--- src/rtl/cycle_motion.sv ---
// rtl/cycle_motion.sv - light-cycle motion, crash detection and game state machine
module cycle_motion #(
  parameter int ARENA_W = 600,
  parameter int ARENA_H = 600,
  parameter int STEP    = 1,
  parameter int P1_X0   = 6,
  parameter int P1_Y0   = 594,
  parameter int P2_X0   = 594,
  parameter int P2_Y0   = 6
) (
  input  logic       clock,
  input  logic       reset_n,
  input  logic       start,
  input  logic       tick,
  input  logic [3:0] p1_info,
  input  logic [3:0] p2_info,
  output logic [9:0] q_x1,
  output logic [9:0] q_y1,
  output logic [9:0] q_x2,
  output logic [9:0] q_y2,
  output logic       q_valid,
  input  logic       hit1,
  input  logic       hit2,
  output logic [9:0] x1,
  output logic [9:0] y1,
  output logic [9:0] x2,
  output logic [9:0] y2,
  output logic       trace_we,
  output logic       running,
  output logic [1:0] winner
);

  // Encoding chosen so that the reverse of a heading is heading ^ 1.
  typedef enum logic [1:0] {
    DIR_UP    = 2'd0,
    DIR_DOWN  = 2'd1,
    DIR_LEFT  = 2'd2,
    DIR_RIGHT = 2'd3
  } dir_t;

  typedef enum logic [2:0] {
    S_IDLE   = 3'd0,
    S_RUN    = 3'd1,
    S_CHECK  = 3'd2,
    S_COMMIT = 3'd3,
    S_OVER   = 3'd4
  } state_t;

  localparam logic [10:0] STEP_W = 11'(STEP);
  localparam logic [10:0] XMAX   = 11'(ARENA_W - 1);
  localparam logic [10:0] YMAX   = 11'(ARENA_H - 1);
  localparam logic [9:0]  P1X    = 10'(P1_X0);
  localparam logic [9:0]  P1Y    = 10'(P1_Y0);
  localparam logic [9:0]  P2X    = 10'(P2_X0);
  localparam logic [9:0]  P2Y    = 10'(P2_Y0);

  state_t      state_q;
  dir_t        dir1_q, dir2_q, dir1_d, dir2_d;
  logic [9:0]  x1_q, y1_q, x2_q, y2_q;
  logic [9:0]  q_x1_q, q_y1_q, q_x2_q, q_y2_q;
  logic        wall1_q, wall2_q;
  logic        q_valid_q, trace_we_q;
  logic [1:0]  winner_q;
  logic [20:0] adv1, adv2;
  logic        same_cell, head_swap, crash1, crash2;

  // Buttons with priority up>down>left>right; a reversal request keeps the heading.
  function automatic dir_t decode(input dir_t cur, input logic [3:0] info);
    dir_t req;
    if (info[3])      req = DIR_UP;
    else if (info[2]) req = DIR_DOWN;
    else if (info[1]) req = DIR_LEFT;
    else if (info[0]) req = DIR_RIGHT;
    else              req = cur;
    if (req == dir_t'(cur ^ 2'b01)) req = cur;
    return req;
  endfunction

  // Candidate next head {wall, x, y}; the sum is formed in 11 bits and clamped at the walls.
  function automatic logic [20:0] advance(input logic [9:0] x, input logic [9:0] y,
                                          input dir_t d);
    logic [10:0] xs, ys;
    logic [9:0]  nx, ny;
    logic        wall;
    xs   = {1'b0, x};
    ys   = {1'b0, y};
    nx   = x;
    ny   = y;
    wall = 1'b0;
    case (d)
      DIR_UP: begin
        if (ys < STEP_W) begin wall = 1'b1; ny = 10'd0; end
        else ny = 10'(ys - STEP_W);
      end
      DIR_DOWN: begin
        if (ys + STEP_W > YMAX) begin wall = 1'b1; ny = YMAX[9:0]; end
        else ny = 10'(ys + STEP_W);
      end
      DIR_LEFT: begin
        if (xs < STEP_W) begin wall = 1'b1; nx = 10'd0; end
        else nx = 10'(xs - STEP_W);
      end
      DIR_RIGHT: begin
        if (xs + STEP_W > XMAX) begin wall = 1'b1; nx = XMAX[9:0]; end
        else nx = 10'(xs + STEP_W);
      end
    endcase
    return {wall, nx, ny};
  endfunction

  // Next headings and candidate heads from the current registered state.
  always_comb begin
    dir1_d = decode(dir1_q, p1_info);
    dir2_d = decode(dir2_q, p2_info);
    adv1   = advance(x1_q, y1_q, dir1_q);
    adv2   = advance(x2_q, y2_q, dir2_q);
  end

  // Crash terms evaluated in CHECK against the latched candidates and the live hit answers.
  always_comb begin
    same_cell = (q_x1_q == q_x2_q) && (q_y1_q == q_y2_q);
    head_swap = (q_x1_q == x2_q) && (q_y1_q == y2_q) &&
                (q_x2_q == x1_q) && (q_y2_q == y1_q);
    crash1    = wall1_q | hit1 | same_cell | head_swap;
    crash2    = wall2_q | hit2 | same_cell | head_swap;
  end

  // Game state machine with registered heads, query, pulses and result.
  always_ff @(posedge clock or negedge reset_n) begin
    if (!reset_n) begin
      state_q    <= S_IDLE;
      dir1_q     <= DIR_UP;
      dir2_q     <= DIR_DOWN;
      x1_q       <= P1X;
      y1_q       <= P1Y;
      x2_q       <= P2X;
      y2_q       <= P2Y;
      q_x1_q     <= P1X;
      q_y1_q     <= P1Y;
      q_x2_q     <= P2X;
      q_y2_q     <= P2Y;
      wall1_q    <= 1'b0;
      wall2_q    <= 1'b0;
      q_valid_q  <= 1'b0;
      trace_we_q <= 1'b0;
      winner_q   <= 2'b00;
    end else begin
      case (state_q)
        S_IDLE: begin
          trace_we_q <= 1'b0;
          q_valid_q  <= 1'b0;
          if (start) begin
            state_q    <= S_RUN;
            trace_we_q <= 1'b1;
          end
        end
        S_RUN: begin
          trace_we_q <= 1'b0;
          dir1_q     <= dir1_d;
          dir2_q     <= dir2_d;
          if (tick) begin
            {wall1_q, q_x1_q, q_y1_q} <= adv1;
            {wall2_q, q_x2_q, q_y2_q} <= adv2;
            q_valid_q <= 1'b1;
            state_q   <= S_CHECK;
          end
        end
        S_CHECK: begin
          q_valid_q <= 1'b0;
          if (crash1 || crash2) begin
            winner_q <= {crash1, crash2};
            state_q  <= S_OVER;
          end else begin
            x1_q       <= q_x1_q;
            y1_q       <= q_y1_q;
            x2_q       <= q_x2_q;
            y2_q       <= q_y2_q;
            trace_we_q <= 1'b1;
            state_q    <= S_COMMIT;
          end
        end
        S_COMMIT: begin
          trace_we_q <= 1'b0;
          state_q    <= S_RUN;
        end
        S_OVER: begin
          if (start) begin
            state_q  <= S_IDLE;
            dir1_q   <= DIR_UP;
            dir2_q   <= DIR_DOWN;
            x1_q     <= P1X;
            y1_q     <= P1Y;
            x2_q     <= P2X;
            y2_q     <= P2Y;
            q_x1_q   <= P1X;
            q_y1_q   <= P1Y;
            q_x2_q   <= P2X;
            q_y2_q   <= P2Y;
            winner_q <= 2'b00;
          end
        end
        default: state_q <= S_IDLE;
      endcase
    end
  end

  assign q_x1     = q_x1_q;
  assign q_y1     = q_y1_q;
  assign q_x2     = q_x2_q;
  assign q_y2     = q_y2_q;
  assign q_valid  = q_valid_q;
  assign x1       = x1_q;
  assign y1       = y1_q;
  assign x2       = x2_q;
  assign y2       = y2_q;
  assign trace_we = trace_we_q;
  assign winner   = winner_q;
  assign running  = (state_q == S_RUN) || (state_q == S_CHECK) || (state_q == S_COMMIT);

endmodule
--- config.mk ---
export PLATFORM = sky130hd
export DESIGN_NAME = cycle_motion
export DESIGN_NICKNAME = d
export VERILOG_FILES = /design/src/rtl/cycle_motion.sv
export SDC_FILE = /design/constraint.sdc
export NUM_CORES = 1
export LEC_CHECK = 0
export CORE_ASPECT_RATIO = 1.2
export CORE_MARGIN = 2
export CORE_UTILIZATION = 45
export DETAILED_ROUTE_END_ITERATION = 8
export GPL_TIMING_DRIVEN = 1
export MAX_ROUTING_LAYER = met4
export PLACE_DENSITY_LB_ADDON = 0.2
export SYNTH_ARGS = -nofsm -noshare
export SYNTH_HDL_FRONTEND = slang
export SYNTH_SLANG_ARGS = --single-unit
--- constraint.sdc ---
create_clock -name clock -period 2.5 [get_ports clock]
set_clock_uncertainty 0.15 [all_clocks]
set_input_delay 0.375 -clock clock [delete_from_list [all_inputs] [get_ports clock]]
set_output_delay 0.375 -clock clock [all_outputs]
set_load 0.02 [all_outputs]
==> results of run 1 <==
==> kinds of logic (layout without fill, tap and decap cells) <==
kind of cell | Yosys count | in the layout | share of synthesized area (%)
and+or+nand+nor | 329 | 329 | 22.5
muxes | 48 | 48 | 6.71
AOI/OAI and AO/OA | 199 | 199 | 19.1
buffers and inverters | 123 | 272 | 7.65
adders and majority gates | 12 | 12 | 2.03
DFF | 93 | 93 | 31.9
xor gates and xnor gates | 85 | 85 | 10.1
==> state kept, by name, indices dropped and copies added (netlist names) <==
name and count:
q_x1 10, q_x2 10, q_y1 10, q_y2 10
x1 10, x2 10, y1 10, y2 10
state_q 3, dir1_q 2, dir2_q 2, winner 2
q_valid 1, trace_we 1, wall1_q 1, wall2_q 1
==> per-layer routing <==
metal	track usage (%)	vias up
met5	-	-
met4	10.9	0
met3	3.35	50
met2	49.6	250
met1	37.5	3565
li1	-	3452
==> final cells by class <==
type / count / area (um2) / share of cell area, %
Multi-Input combinational cell: 673 / 4550 / 47.7
Sequential cell: 93 / 2360 / 24.8
Clock buffer: 11 / 253 / 2.65
Inverter: 51 / 191 / 2.01
Clock inverter: 5 / 81.3 / 0.852
Tap cell: 212 / 265 / 2.78
Timing Repair Buffer: 205 / 1830 / 19.2
==> worst max-delay path, stage by stage (launching register included) <==
cell and delay, ps:
dfstp_2 610, inv_2 70, ha_4 270, or3b_4 370, o22ai_2 170, a211oi_2 100, o31ai_4 260, a21o_1 240
o22ai_1 100
==> metrics by stage <==
step           TNS [ps]  instances  instance area (um2)  setup slack, ps  util (%)
2_1_floorplan         0        889                 7410             6.57         -
3_3_place_gp          0       1232                 9120             46.1      56.5
3_5_place_dp          0       1232                 9120             40.2      56.5
4_1_cts               0       1249                 9470             29.8      58.6
5_1_grt            -130       1250                 9540            -36.2      59.1
6_report              0       1250                 9540             37.3      59.1
==> timing repair <==
item	CTS	global route
endpoints found under the hold margin	15	0
endpoints found under the setup margin	0	47
hold buffers	1	0
resized for setup	0	15
setup buffers	0	1
==> worst min path at each step <==
stage | from | endpoint | slack, ps | cells past startpoint
3_3_place_gp | reset_n | wall1_q | 120 | 1
5_1_grt | reset_n | dir1_q[0] | 330 | 2
2_1_floorplan | reset_n | dir1_q[0] | -70 | 0
4_1_cts | reset_n | dir1_q[0] | 300 | 2
6_report | reset_n | dir1_q[0] | 280 | 2
3_5_place_dp | reset_n | dir1_q[0] | 110 | 1
==> cell usage in the layout (no fill, tap or decap), drive strengths merged, types with 7 or more instances in the layout <==
cell / netlist / layout
ha: 12 / 12
nand2: 86 / 86
and4: 8 / 8
inv: 50 / 51
nand3: 31 / 31
o31ai: 8 / 8
a32o: 8 / 8
a31oi: 16 / 16
o21ai: 31 / 31
and3: 10 / 10
clkbuf: 26 / 11
o22ai: 16 / 16
nor3b: 9 / 9
xnor2: 57 / 57
dfrtp: 68 / 68
a21oi: 41 / 41
nor3: 19 / 19
buf: 46 / 107
nor4: 12 / 12
clkdlybuf4s50: 0 / 97
and2: 7 / 7
nand4: 25 / 25
nor2: 90 / 90
mux2: 12 / 12
dfstp: 25 / 25
mux2i: 36 / 36
xor2: 28 / 28
==> power by group through the flow <==
stage                     clock network [mW]  logic, mW  registers, mW
final                                   1.53       8.01           3.47
after CTS                               1.55       7.89           3.41
after global routing                    1.61       8.64           3.54
after global placement                     0       7.82           3.42
after floorplan                            0       4.33           3.59
after detailed placement                   0       7.84           3.43
==> metrics.md, run 1 <==
| Metric | Value |
|---|---|
| Remaining DRCs | 0 |
| Peak supply drop | 571 uV |
| DRT Wirelength | 25.1 mm |
| CTS root buf | clkbuf_16 |
| Setup Crit Path Kind | flop to flop |
| Reg2reg end | q_y2[7] |
| CP Max Fanout | 7 |
| Grt ovf | 0 |
| Routed Antenna Nets | 0 |
| Hold Fails Final Rpt | 0 |
| Worst EP arrival | 2530 ps |
| Syn_area_per_cell | 8.31 um2 |
| Met3 wire len | 1.18 mm |
| Initial antenna violation count | 0 |
| Crit share post-route | 98.5% |
| Distinct cell type count after synthesis | 81 |
| CTS H-tree depth | 3 |
| Startpoint types | flop |
| Skew-Pair Late Insertion Delay | 340 ps |
| Initial Utilization | 45.8% |
| Fill count | 1465 |
| Largest net degree at the start of global routing | 51 |
| Post-DR wirelength/cell | 20.1 um |
| Syn. warnings | 0 |
| Fmax | 0.406 GHz |
| Worst Setup End Kind | flop |
| Worst-Margin Slew | 664 ps |
| Most common cell in the netlist | nor2_1 |
| Max_cap viols | 0 |
| Clock Pin Slew Worst Setup and Hold Paths | 70 ps |
| Clk network pwr share | 11.8% |
| Dominant synthesized flop cell | dfrtp_1 |
| Vias/cell | 5.85 |
| Net Switching | 6.18 mW |
| RSZ-0062 raised after global routing | true |
| Longest Clk Path Bufs | 2 |
| Flop pwr share | 26.6% |
| WL met2 | 12.4 mm |
| FF-to-FF Start | y2[1] |
| Min cycle time layout | 2460 ps |
| Synth Instances | 889 |
| #FFs+latches synth | 93 |
| Drt pass-1 iters | 5 |
| IO Count | 99 |
| Inserted Diodes | 0 |
| Num rows | 51 |
| Internal | 6.82 mW |
| Final GP Congestion | 0.981 |
| DR iter-0 viols | 782 |
| Worst endpoint required time | 2570 ps |
| Critical path endpoint | q_y2[7] |
| Most frequent cells after synthesis | nor2_1, nand2_1, dfrtp_1 |
| Top cells by area, synth | dfrtp_1, dfstp_2, xnor2_1 |
| Cell Area, Synth | 7390 um2 |
| Final Setup Violations | 0 |
| Die area | 17500 um2 |
| Post-synth EDFFs | 0 |
| Total CTS buffers | 9 |
| Hold WC Path Type | input port to async pin |
| CP startpoint | y2[1] |
| CTS tree | done |
| R2R Setup Slk | 40 ps |
| Die Span X | 121 um |
| PwrDens | 1360 nW/um2 |
| Layout cells sized above 1 | 18.7% |
| Area fraction of the dominant cell type after synthesis | 23.0% |
| Combinational group share of total power | 61.6% |
| Final #Nets | 1059 |
| DP Wirelength | 19.2 mm |
| Net Sw Frac | 47.5% |
| WL met1 | 10.7 mm |
| Net Count, Synth | 915 |
| GRT Total Usage | 29.8% |
| Uppermost layer routed | met4 |
| Vias | 7317 |
| Worst rel slew slack | 55.4% |
| WHS | 280 ps |
| R2R depth | 8 |
| Clock Sinks | 93 |
| Vias in the first global route | 7166 |
| Die outline height | 144 um |
| Synthesis-to-finish area growth | 29.1% |
| Fin. max-slew vios | 0 |
| Async S/R FF share, synth | 100% |
| P_leak | 4.00 nW |
| Port bufs | 98 |
| Sequential share of the synthesized area | 31.9% |
| Core Region | 16100 um2 |
| Largest area contributor in the netlist | dfrtp_1 |
| Status | finished, final reports clean |
| Overall Power | 13.0 mW |
| First-pass GRT wire length | 39.3 mm |
No activity file was read; power rests on OpenSTA's default activity.
==> run 2, diff against run 1 <==
--- a/config.mk
+++ b/config.mk
@@ -10,8 +10,8 @@
 export CORE_UTILIZATION = 45
 export DETAILED_ROUTE_END_ITERATION = 8
 export GPL_TIMING_DRIVEN = 1
-export MAX_ROUTING_LAYER = met4
 export PLACE_DENSITY_LB_ADDON = 0.2
+export RECOVER_POWER = 25
 export SYNTH_ARGS = -nofsm -noshare
 export SYNTH_HDL_FRONTEND = slang
 export SYNTH_SLANG_ARGS = --single-unit
==> run 2 against run 1 <==
Net effect:
- hold slack gained 82 ps
- non-clock buffer count grew 7
- cell count grew 0.56%
- global-route usage shrank 0.27 points
- critical path depth is the same
- sequential cell count is the same
- count of clock-buffer cells in the layout shrank 2
- fmax grew 0.84%
- utilization grew 0.19 points
- worst setup slack gained 21 ps
- critical path type unchanged
==> metrics.md, run 2 (synthesis results as in run 1) <==
| Metric | Value |
|---|---|
| Status | finished, final reports clean |
| Met2 Usage GRT | 49.5% |
| GRT Total Usage | 29.5% |
| R2R depth | 8 |
| Skew-Pair Late Insertion Delay | 350 ps |
| Num rows | 51 |
| Critical path endpoint | q_y2[3] |
| Worst-Margin Slew | 774 ps |
| Die area | 17500 um2 |
| CTS root buf | clkbuf_16 |
| CP Max Fanout | 7 |
| DP Wirelength | 19.4 mm |
| Worst rel slew slack | 48.4% |
| Crit share post-route | 97.7% |
| Longest Clk Path Bufs | 2 |
| DR iter-0 viols | 651 |
| Final Setup Violations | 0 |
| CTS tree | done |
| Worst endpoint required time | 2580 ps |
| RSZ-0062 raised after global routing | true |
| Startpoint types | flop |
| Final GP Congestion | 0.945 |
| PwrDens | 1360 nW/um2 |
| Post-DR wirelength/cell | 20.3 um |
| CTS H-tree depth | 3 |
| Hold depth | 2 |
| Setup Crit Path Kind | flop to flop |
| Total CTS buffers | 9 |
| R2R Setup Slk | 60 ps |
| First-pass GRT wire length | 39.9 mm |
| FF-to-FF Start | y2[1] |
| Overall Power | 13.0 mW |
| Hold Fails Final Rpt | 0 |
| Remaining DRCs | 0 |
| Drt pass-1 iters | 5 |
| P_leak | 4.02 nW |
| Vias/cell | 5.95 |
| IO Count | 99 |
| Largest net degree at the start of global routing | 56 |
| Core Region | 16100 um2 |
| WHS | 361 ps |
| Hold WC Path Type | flop to flop |
| Vias | 7479 |
| Grt ovf | 0 |
| Final #Nets | 1066 |
| Met1 Track Usage GR | 39.1% |
| Clock Sinks | 93 |
| Routed Antenna Nets | 0 |
| CP startpoint | y2[1] |
| Die Span X | 121 um |
| Synthesis-to-finish area growth | 29.5% |
| Fmax | 0.409 GHz |
| Fin. max-slew vios | 0 |
| Layout cells sized above 1 | 19.2% |
| Clock Pin Slew Worst Setup and Hold Paths | 70 ps |
| Port bufs | 98 |
| Worst EP arrival | 2520 ps |
| Vias in the first global route | 7153 |
| Inserted Diodes | 0 |
| Die outline height | 144 um |
| Leading cell type in the layout, fill and taps excluded | buf_4 |
| Initial antenna violation count | 0 |
| Max_cap viols | 0 |
| Peak supply drop | 626 uV |
| Reg2reg end | q_y2[3] |
| Most frequent cells in the layout | buf_4, clkdlybuf4s50_1, nor2_1 |
| Min cycle time layout | 2440 ps |
| Worst Setup End Kind | flop |
| DRT Wirelength | 25.5 mm |
| Routing usage on met3 | 2.68% |
| GR peak layer | met2 |
| Initial Utilization | 45.8% |
run 2: stage by stage:
step	setup slack (ps)	area (um2)	instances	util [%]	TNS (ps)
CTS	2.83	9470	1252	58.7	0
floorplan	6.57	7410	889	-	0
finish	57.8	9570	1257	59.3	0
detailed placement	23.1	9160	1235	56.7	0
global placement	42.5	9160	1235	56.7	0
global route	-51.6	9570	1257	59.3	-176
run 2: how the worst min path moves through the flow:
stage	from	to	slack, ps
finish	q_valid	q_valid	360
global route	q_valid	q_valid	380
CTS	reset_n	dir1_q[0]	250
detailed placement	reset_n	dir1_q[0]	80
global placement	reset_n	dir1_q[0]	80
floorplan	reset_n	dir1_q[0]	-70
run 2: area by class of cell:
type | instances | area (um2)
Inverter | 51 | 191
Clock buffer | 9 | 225
Clock inverter | 7 | 75.1
Tap cell | 212 | 265
Fill cell | 1490 | 6570
Multi-Input combinational cell | 673 | 4570
Sequential cell | 93 | 2360
Timing Repair Buffer | 212 | 1880
run 2: report_power, final:
part | switching, mW | total, mW | internal (mW)
logic | 4.52 | 8.21 | 3.68
clock network | 0.633 | 1.41 | 0.780
registers | 1.13 | 3.40 | 2.28
total | 6.28 | 13.0 | 6.74
run 2: worst max-delay path: stages (launching register included):
cell and delay, ps:
dfstp_2 600, inv_2 70, ha_4 270, or3b_4 370
o22ai_2 180, a211oi_2 100, o31ai_4 250, a21o_1 230
o22ai_1 100
run 2: what timing repair did:
| item | CTS | global route |
|---|---|---|
| endpoints found under the hold margin | 11 | 0 |
| resized for setup | 0 | 18 |
| endpoints found under the setup margin | 0 | 49 |
| buffers inserted | 0 | 5 |
| hold buffers | 1 | 0 |
run 2: routing by layer:
layer / vias up / share of wire, %
met5: - / 0
met4: 0 / 3.6
met3: 59 / 5.8
met2: 320 / 49
met1: 3624 / 41
li1: 3476 / -
==> run 3, diff against run 2 <==
--- a/config.mk
+++ b/config.mk
@@ -9,6 +9,7 @@
 export CORE_MARGIN = 2
 export CORE_UTILIZATION = 45
 export DETAILED_ROUTE_END_ITERATION = 8
+export GPL_ROUTABILITY_DRIVEN = 1
 export GPL_TIMING_DRIVEN = 1
 export PLACE_DENSITY_LB_ADDON = 0.2
 export RECOVER_POWER = 25
==> results of run 3 <==
No change in the layout: final DEF, timing and power equal those of run 2.
